$ cat src/rtl/mac_layer_sequencer.sv
// Address/strobe sequencer for one fully-connected layer on a single shared MAC.
// Latency: first FETCH one cycle after start; each neuron takes N_IN+RD_LAT+MAC_LAT cycles.
// No backpressure: start is only sampled in IDLE, and the schedule is fixed once started.
module mac_layer_sequencer #(
  parameter int N_IN    = 784,
  parameter int N_OUT   = 10,
  parameter int IN_AW   = 10,
  parameter int W_AW    = 13,
  parameter int OUT_AW  = 4,
  parameter int RD_LAT  = 2,
  parameter int MAC_LAT = 1
) (
  input  logic              clk,
  input  logic              rst,
  input  logic              start,
  output logic              busy,
  output logic              done,
  output logic              rd_en,
  output logic [IN_AW-1:0]  in_addr,
  output logic [W_AW-1:0]   w_addr,
  output logic              acc_valid,
  output logic              acc_first,
  output logic              out_wr,
  output logic [OUT_AW-1:0] out_addr
);

  localparam int DRAIN_N = RD_LAT + MAC_LAT - 1;
  localparam int DCW     = (DRAIN_N > 1) ? $clog2(DRAIN_N) : 1;

  localparam logic [IN_AW-1:0]  I_LAST = IN_AW'(N_IN - 1);
  localparam logic [OUT_AW-1:0] N_LAST = OUT_AW'(N_OUT - 1);
  localparam logic [DCW-1:0]    D_LAST = DCW'(DRAIN_N - 1);

  typedef enum logic [2:0] {
    S_IDLE,
    S_FETCH,
    S_DRAIN,
    S_WRITE,
    S_DONE
  } state_t;

  state_t              state_q;
  logic                busy_q;
  logic                done_q;
  logic                rd_en_q;
  logic                out_wr_q;
  logic [IN_AW-1:0]    in_addr_q;
  logic [W_AW-1:0]     w_addr_q;
  logic [OUT_AW-1:0]   out_addr_q;
  logic [DCW-1:0]      drain_cnt_q;
  logic [RD_LAT-1:0]   vld_pipe_q;
  logic [RD_LAT-1:0]   first_pipe_q;

  always_ff @(posedge clk) begin
    if (rst) begin
      state_q      <= S_IDLE;
      busy_q       <= 1'b0;
      done_q       <= 1'b0;
      rd_en_q      <= 1'b0;
      out_wr_q     <= 1'b0;
      in_addr_q    <= '0;
      w_addr_q     <= '0;
      out_addr_q   <= '0;
      drain_cnt_q  <= '0;
      vld_pipe_q   <= '0;
      first_pipe_q <= '0;
    end else begin
      done_q   <= 1'b0;
      out_wr_q <= 1'b0;

      // Strobes follow the read by exactly the memory read latency.
      vld_pipe_q[0]   <= rd_en_q;
      first_pipe_q[0] <= rd_en_q && (in_addr_q == '0);
      for (int k = 1; k < RD_LAT; k++) begin
        vld_pipe_q[k]   <= vld_pipe_q[k-1];
        first_pipe_q[k] <= first_pipe_q[k-1];
      end

      case (state_q)
        S_IDLE: begin
          if (start) begin
            state_q    <= S_FETCH;
            busy_q     <= 1'b1;
            rd_en_q    <= 1'b1;
            in_addr_q  <= '0;
            w_addr_q   <= '0;
            out_addr_q <= '0;
          end
        end
        S_FETCH: begin
          // Weights are stored neuron-major, so w_addr simply runs on across neurons.
          w_addr_q <= w_addr_q + W_AW'(1);
          if (in_addr_q == I_LAST) begin
            in_addr_q   <= '0;
            rd_en_q     <= 1'b0;
            drain_cnt_q <= '0;
            state_q     <= S_DRAIN;
          end else begin
            in_addr_q <= in_addr_q + IN_AW'(1);
          end
        end
        S_DRAIN: begin
          if (drain_cnt_q == D_LAST) begin
            state_q  <= S_WRITE;
            out_wr_q <= 1'b1;
          end else begin
            drain_cnt_q <= drain_cnt_q + DCW'(1);
          end
        end
        S_WRITE: begin
          if (out_addr_q == N_LAST) begin
            state_q <= S_DONE;
            done_q  <= 1'b1;
          end else begin
            out_addr_q <= out_addr_q + OUT_AW'(1);
            rd_en_q    <= 1'b1;
            state_q    <= S_FETCH;
          end
        end
        S_DONE: begin
          state_q <= S_IDLE;
          busy_q  <= 1'b0;
        end
        default: state_q <= S_IDLE;
      endcase
    end
  end

  assign busy      = busy_q;
  assign done      = done_q;
  assign rd_en     = rd_en_q;
  assign in_addr   = in_addr_q;
  assign w_addr    = w_addr_q;
  assign out_wr    = out_wr_q;
  assign out_addr  = out_addr_q;
  assign acc_valid = vld_pipe_q[RD_LAT-1];
  assign acc_first = first_pipe_q[RD_LAT-1];

endmodule

$ cat config.mk
export PLATFORM = sky130hd
export DESIGN_NAME = mac_layer_sequencer
export DESIGN_NICKNAME = d
export VERILOG_FILES = /design/src/rtl/mac_layer_sequencer.sv
export SDC_FILE = /design/constraint.sdc
export NUM_CORES = 1
export LEC_CHECK = 0
export BUFFER_PORTS_ARGS = -buffer_cell sky130_fd_sc_hd__buf_4
export CAP_MARGIN = 0
export CORE_MARGIN = 3
export CORE_UTILIZATION = 45
export CTS_BUF_LIST = sky130_fd_sc_hd__clkbuf_8
export CTS_CLUSTER_DIAMETER = 60
export DETAILED_ROUTE_END_ITERATION = 8
export PLACE_DENSITY_LB_ADDON = 0.08
export SETUP_SLACK_MARGIN = 0.5
export SKIP_LAST_GASP = 1
export SLEW_MARGIN = 20
export SYNTH_ARGS = -nofsm -noshare
export SYNTH_HDL_FRONTEND = slang
export SYNTH_SLANG_ARGS = --single-unit
$ cat constraint.sdc
create_clock -name clk -period 2.3 [get_ports clk]
set_input_delay 0.23 -clock clk [delete_from_list [all_inputs] [get_ports clk]]
set_output_delay 0.23 -clock clk [all_outputs]
set_load 0.01 [all_outputs]
==> impl_metrics.toml, run 1 <==
[run_status]
outcome = "completed"

[logic_synthesis]
netlist_instances = 216
synth-edff-count = 0
fraction_of_the_yosys_area_taken_by_sequential_cells_pct = 41.77
synth_top_area_share_pct = 41.77
synthDominantAreaCellType = "sky130_fd_sc_hd__dfxtp_1"
synthesis.area_per_instance_um2 = 8.654
dominantRegCellSynth = "sky130_fd_sc_hd__dfxtp_1"
ranking_of_synthesized_cells_by_instance_count = "39 x sky130_fd_sc_hd__dfxtp_1, 20 x sky130_fd_sc_hd__nand3_1, 17 x sky130_fd_sc_hd__nand2_1, 17 x sky130_fd_sc_hd__nor2_1, 15 x sky130_fd_sc_hd__a21oi_1"
synth_most_common_cell = "sky130_fd_sc_hd__dfxtp_1"
post_synth_main_area_contributors = "sky130_fd_sc_hd__dfxtp_1 42%, sky130_fd_sc_hd__nand3_1 5.4%, sky130_fd_sc_hd__a21oi_1 4.0%"
ys_async_sr_fraction_pct = 0
yosys.cell_types.count = 47
synth_area_um2 = 1869
yosys_warnings = 0
postSynthNetCount = 224
number_of_synthesized_register_bits = 39

[layout]
finish.utilization_pct = 61.48
area_growth_pct = 25.84
final.fill_count = 354
layout-drive-gt1-share_pct = 24.90
n_antenna_cell = 0
stdcell_area_um2 = 2352
nets = 260

[global_routing]
grt-ovfl-total = 0
number_of_global_route_vias_before_repair = 1464
global_route_wire_length_before_repair_um = 6803
grt_max_degree = 35
number_of_antenna_violations_at_the_first_check_in_global_routing = 0
groute.usage.overall_pct = 16.75

[hold_path]
hp_start = "start"
min_delay_worst_endpoint = "busy"
hp-class = "input port to register"
min_path_cells = 3

[setup_path]
endpoint_kind = "register"
critical-path-top-delay-family = "simple AND/OR/NAND/NOR gates"
crit_path_max_fanout = 13
r2r_setup_slack_ns = 0.55
ff2ff_path_depth = 3
critical_path.slowest_cell = "sky130_fd_sc_hd__or4b_4"
arrival_ns = 1.98
timing.critical_path.buf_inv = 0
worstPathCellList = "or4b_4, or4_1, nand3_1"
critical_path.startpoint = "state_q[1]"
critical_path_required_ns = 2.53
cpPeakStageDelay_ns = 0.65
worst-setup-path-type = "register to register"
timing.rr.end = "in_addr[9]"
start_kind = "register"
r2r_start = "state_q[1]"

[drt]
drt-wirelength-per-cell_um = 13.63
route.vias.total = 1660
drcViolationCount = 0
detailedRoute.firstIterationViolations = 93
route.antenna.remaining_nets = 0
dr.pass1.iters = 4
postRouteWirelength_um = 4104
route.detailed.vias_per_inst = 5.515

[placed_design]
pre_cts_ws_ns = 0.3957
dp_hpwl_um = 2769
numPortBuffers = 35
gp_congestion = 0.8055
place_area_um2 = 2156

[power_and_ir_drop]
power_density_nw_per_um2 = 624.7
power.leakage_uw = 0.0009340
overall_power_uw = 1469
worst_ir_drop_vdd_mv = 0.4026

[timing]
worst-slew-pin-transition_ns = 0.6597
slew_violations = 0
setup_violations_final = 0
grt_setup_unrepaired = "no"
fin_skew_ns = 0.005217
timing.final.ws_setup_ns = 0.5465
timing.slew.headroom_pct = 56.02
min_period_over_period_pct = 76.24
max_freq_mhz = 570.3
final_hold_viol_count = 0
timing.setup.tns_ns = 0
timing.final.crit_period_ns = 1.754

[clock_tree]
cts.path.max_buffers = 2
worst_setup_hold_path_clk_slew_ns = 0.07
cts_num_sinks = 39
htree_levels = 2
tritoncts_clock_tree = "done"
ctsRootBufferMaster = "sky130_fd_sc_hd__clkbuf_8"
clkLatencyLatePin_ns = 0.29
cts-buffers-inserted = 5

[floorplanning]
floorplan.rows = 22
chipWidth_um = 70.45
io_pins = 36
die_outline_height_um = 70.45
die_area_um2 = 4963
initial_standard_cell_utilization_of_the_core_pct = 48.86
floorplan.core_area_um2 = 3826

[job]
max-cap-violations = 0
## cells by family (layout without fill, tap and decap cells)
| family | Yosys count | count (layout) | synth area share, % |
|---|---|---|---|
| AND/OR/NAND/NOR | 102 | 102 | 31.73 |
| buffers and inverters | 19 | 56 | 4.351 |
| adder cells (fa/ha/maj) | 5 | 5 | 3.347 |
| multiplexers | 4 | 4 | 2.209 |
| AO/OA/AOI/OAI | 44 | 44 | 15.20 |
| XOR/XNOR | 3 | 3 | 1.406 |
| flip-flops | 39 | 39 | 41.77 |
## tightest hold or removal path, stage by stage
cell and delay, ns:
sky130_fd_sc_hd__buf_4 0.12, sky130_fd_sc_hd__a21oi_1 0.12, sky130_fd_sc_hd__a211oi_1 0.06
## power by group
group | internal, uW | switching, uW
sequential | 687 | 13.8
clock | 429 | 234
combinational | 44.6 | 60.5
total | 1160 | 309
## worst max path at each step
stage	to	slack (ns)	cells past startpoint
global placement	state_q[1]	0.49	5
detailed placement	state_q[1]	0.40	5
floorplan	state_q[1]	0.50	6
finish	in_addr[9]	0.55	3
global route	in_addr[8]	0.49	4
CTS	state_q[1]	0.51	5
## area by class of cell
type	instances	area [um2]	area share [%]
multi-input combinational	158	1032	43.88
sequential	39	789.5	33.56
timing repair buffer	42	315.3	13.40
tap	48	60.06	2.553
clock inverter	3	63.81	2.713
inverter	6	22.52	0.9574
clock buffer	5	68.82	2.926
## layer usage
metal  wire length [um]  track usage, %  share of wire, %
met3                221           4.460               5.4
met2               1788           23.60                44
met1               2033           24.03                50
met5                  0               0                 0
met4                 59           6.596               1.4
## state kept, by name, summed over array words and instances, names as in the netlist
| name | flops |
|---|---|
| busy | 1 |
| done | 1 |
| drain_cnt_q | 1 |
| first_pipe_q | 2 |
| in_addr | 10 |
| out_addr | 4 |
| out_wr | 1 |
| rd_en | 1 |
| state_q | 3 |
| vld_pipe_q | 2 |
| w_addr | 13 |
## layout by cell type (no fill, tap or decap), types with 2 or more instances in the layout
cell type                   instances
sky130_fd_sc_hd__dfxtp_1           36
sky130_fd_sc_hd__a31oi_1            2
sky130_fd_sc_hd__xor2_1             3
sky130_fd_sc_hd__nor2b_1            4
sky130_fd_sc_hd__nand4b_1           2
sky130_fd_sc_hd__or3_1              3
sky130_fd_sc_hd__bufinv_16          2
sky130_fd_sc_hd__ha_1               4
sky130_fd_sc_hd__buf_4             42
sky130_fd_sc_hd__nor2_1            17
sky130_fd_sc_hd__o41ai_1            2
sky130_fd_sc_hd__nor3_1             3
sky130_fd_sc_hd__nand2b_1           2
sky130_fd_sc_hd__o21ai_0           11
sky130_fd_sc_hd__nand2_1           17
sky130_fd_sc_hd__nand3_1           20
sky130_fd_sc_hd__a21oi_1           15
sky130_fd_sc_hd__clkbuf_8           5
sky130_fd_sc_hd__mux2i_1            3
sky130_fd_sc_hd__and4_1             4
sky130_fd_sc_hd__nand3b_1           3
sky130_fd_sc_hd__a311oi_1           3
sky130_fd_sc_hd__and2_1             3
sky130_fd_sc_hd__nor3b_1            5
sky130_fd_sc_hd__a211oi_1           3
sky130_fd_sc_hd__inv_1              7
sky130_fd_sc_hd__and3_1             5
sky130_fd_sc_hd__nand4_1            2
sky130_fd_sc_hd__a41oi_1            2
sky130_fd_sc_hd__dfxtp_4            2
## repair_timing
action | CTS | global route
setup endpoints to repair | 3 | 7
pin swaps | 0 | 1
setup buffers | 0 | 4
resized for setup | 4 | 7
hold buffers | 0 | 0
## metrics by stage
stage	hold slack, ns	cells
floorplan	0.4138	216
finish	0.2874	301
detailed placement	0.4295	289
CTS	0.2755	297
global placement	0.4255	289
global route	0.3294	301
No activity file was read; power rests on OpenSTA's default activity.
==> run 2, diff against run 1 <==
==> constraint.sdc (replaced) <==
create_clock -name clk -period 1.65 [get_ports clk]
set_input_delay 0.165 -clock clk [delete_from_list [all_inputs] [get_ports clk]]
set_output_delay 0.165 -clock clk [all_outputs]
set_load 0.01 [all_outputs]
==> impl_metrics.toml, run 2 (synthesis gave the netlist of run 1 again) <==
[power_and_ir_drop]
seq_power_share_pct = 48.2
net-switching-power_uw = 474.2
pwr-share-comb_pct = 10.0
power.leakage_uw = 0.001077
worst_ir_drop_vdd_mv = 0.8458
intPower_uw = 1540
power_density_nw_per_um2 = 752.0
share_clk_of_total_power_pct = 41.8
power_switching_share_pct = 23.54

[clock_tree]
htree_levels = 2
cts_num_sinks = 39
clkLatencyLatePin_ns = 0.30
worst_setup_hold_path_clk_slew_ns = 0.07
tritoncts_clock_tree = "done"
ctsRootBufferMaster = "sky130_fd_sc_hd__clkbuf_8"
cts-buffers-inserted = 5
cts.path.max_buffers = 2

[timing]
final_hold_viol_count = 0
grt_setup_unrepaired = "yes"
worst-slew-pin-transition_ns = 0.3806
slew_violations = 0
setup_violations_final = 0
max_freq_mhz = 667.2
timing.slew.headroom_pct = 74.63
timing.final.crit_period_ns = 1.499
min_period_over_period_pct = 90.83
timing.setup.tns_ns = 0
fin_skew_ns = 0.01092

[setup_path]
crit_path_max_fanout = 12
r2r_start = "state_q[1]"
critical_path_required_ns = 1.84
endpoint_kind = "register"
arrival_ns = 1.69
ff2ff_path_depth = 5
start_kind = "register"
critical_path.startpoint = "state_q[1]"
worst-setup-path-type = "register to register"

[drt]
drcViolationCount = 0
route.antenna.remaining_nets = 0
postRouteWirelength_um = 4529
route.detailed.vias_per_inst = 5.454
dr.pass1.iters = 4
detailedRoute.firstIterationViolations = 86
drt-wirelength-per-cell_um = 13.98
route.vias.total = 1767

[floorplanning]
initial_standard_cell_utilization_of_the_core_pct = 48.86
floorplan.core_area_um2 = 3826
die_area_um2 = 4963
die_outline_height_um = 70.45
io_pins = 36
chipWidth_um = 70.45
floorplan.rows = 22

[layout]
area_growth_pct = 43.31
most-common-layout-cells = "60 x sky130_fd_sc_hd__buf_4, 25 x sky130_fd_sc_hd__dfxtp_1, 18 x sky130_fd_sc_hd__nand3_1, 16 x sky130_fd_sc_hd__nand2_1, 15 x sky130_fd_sc_hd__nor2_1"
stdcell_count = 324
largest_register_ffs = 13
n_antenna_cell = 0
layout-drive-gt1-share_pct = 43.84
final.fill_count = 301
final_common_cell = "sky130_fd_sc_hd__buf_4"
nets = 283

[global_routing]
number_of_antenna_violations_at_the_first_check_in_global_routing = 0
global_route_wire_length_before_repair_um = 7576
grt_max_degree = 35
grt-ovfl-total = 0
number_of_global_route_vias_before_repair = 1582
groute.usage.overall_pct = 18.66

[hold_path]
hp-class = "input port to register"
min_path_cells = 3
hp_start = "start"

[placed_design]
dp_hpwl_um = 2948
numPortBuffers = 35
placedCellCount = 300
gp_congestion = 0.8436

[run_status]
outcome = "completed"

[job]
max-cap-violations = 0
==> run 2: cell count changes in the layout (fill, tap and decap cells not counted), moves of 3 or more <==
cell and change:
sky130_fd_sc_hd__buf_4 +18, sky130_fd_sc_hd__a21oi_2 +4, sky130_fd_sc_hd__o21ai_1 +5, sky130_fd_sc_hd__buf_6 +5, sky130_fd_sc_hd__dfxtp_1 -11, sky130_fd_sc_hd__dfxtp_2 +8
sky130_fd_sc_hd__o21ai_0 -7, sky130_fd_sc_hd__dfxtp_4 +3, sky130_fd_sc_hd__a21oi_1 -4
==> run 2: power by group through the flow <==
stage / Sequential (uW) / Combinational, uW / Clock, uW
after floorplan: 1000 / 100 / 0
after global placement: 996 / 152 / 0
after detailed placement: 997 / 153 / 0
after CTS: 970 / 184 / 851
after global routing: 974 / 223 / 894
final: 971 / 201 / 843
==> run 2: metrics by stage <==
step | power (uW) | util [%] | setup slack (ns) | hold WS [ns] | instance area (um2)
5_1_grt | 2091 | 70.01 | 0.07160 | 0.2644 | 2679
2_1_floorplan | 1100 | - | 0.04289 | 0.3720 | 1972
3_3_place_gp | 1149 | 60.33 | 0.09251 | 0.4225 | 2308
6_report | 2015 | 70.01 | 0.1513 | 0.2234 | 2679
4_1_cts | 2006 | 67.20 | 0.2002 | 0.2125 | 2571
3_5_place_dp | 1150 | 60.33 | 0.05551 | 0.4282 | 2308
==> run 2: worst paths after layout <==
check                  endpoint  slack (ns)
hold reg to reg   vld_pipe_q[1]        0.44
hold / removal             busy        0.22
setup / recovery      w_addr[9]        0.15
setup reg to reg      w_addr[9]        0.15
==> run 2: repair_timing <==
item	in CTS	in global routing
gates resized for setup	22	23
buffers inserted	12	4
hold buffers	0	0
endpoints found under the setup margin	32	36
pin swaps	18	13
hold endpoints to repair	0	0
==> run 2: worst max-delay path, cell delays in order, from the launching register on <==
cell and delay, ns:
sky130_fd_sc_hd__dfxtp_2 0.33, sky130_fd_sc_hd__buf_4 0.19, sky130_fd_sc_hd__nor3b_4 0.26, sky130_fd_sc_hd__nand3_2 0.14, sky130_fd_sc_hd__nor2b_2 0.14, sky130_fd_sc_hd__mux2_2 0.33
==> run 2: final cells by class <==
type | count | area, um2 | share of cell area [%]
sequential | 39 | 810.8 | 30.27
timing repair buffer | 65 | 506.7 | 18.92
clock inverter | 2 | 35.03 | 1.308
inverter | 6 | 22.52 | 0.8407
multi-input combinational | 158 | 1161 | 43.34
tap | 48 | 60.06 | 2.242
clock buffer | 6 | 82.58 | 3.083
==> run 2: per-layer routing <==
metal | vias to the layer above | share of wire [%] | global-route usage [%]
li1 | 904 | - | -
met2 | 41 | 44 | 26.09
met4 | 0 | 1.1 | 5.532
met5 | - | 0 | 0
met3 | 6 | 4.5 | 5.755
met1 | 816 | 50 | 27.18
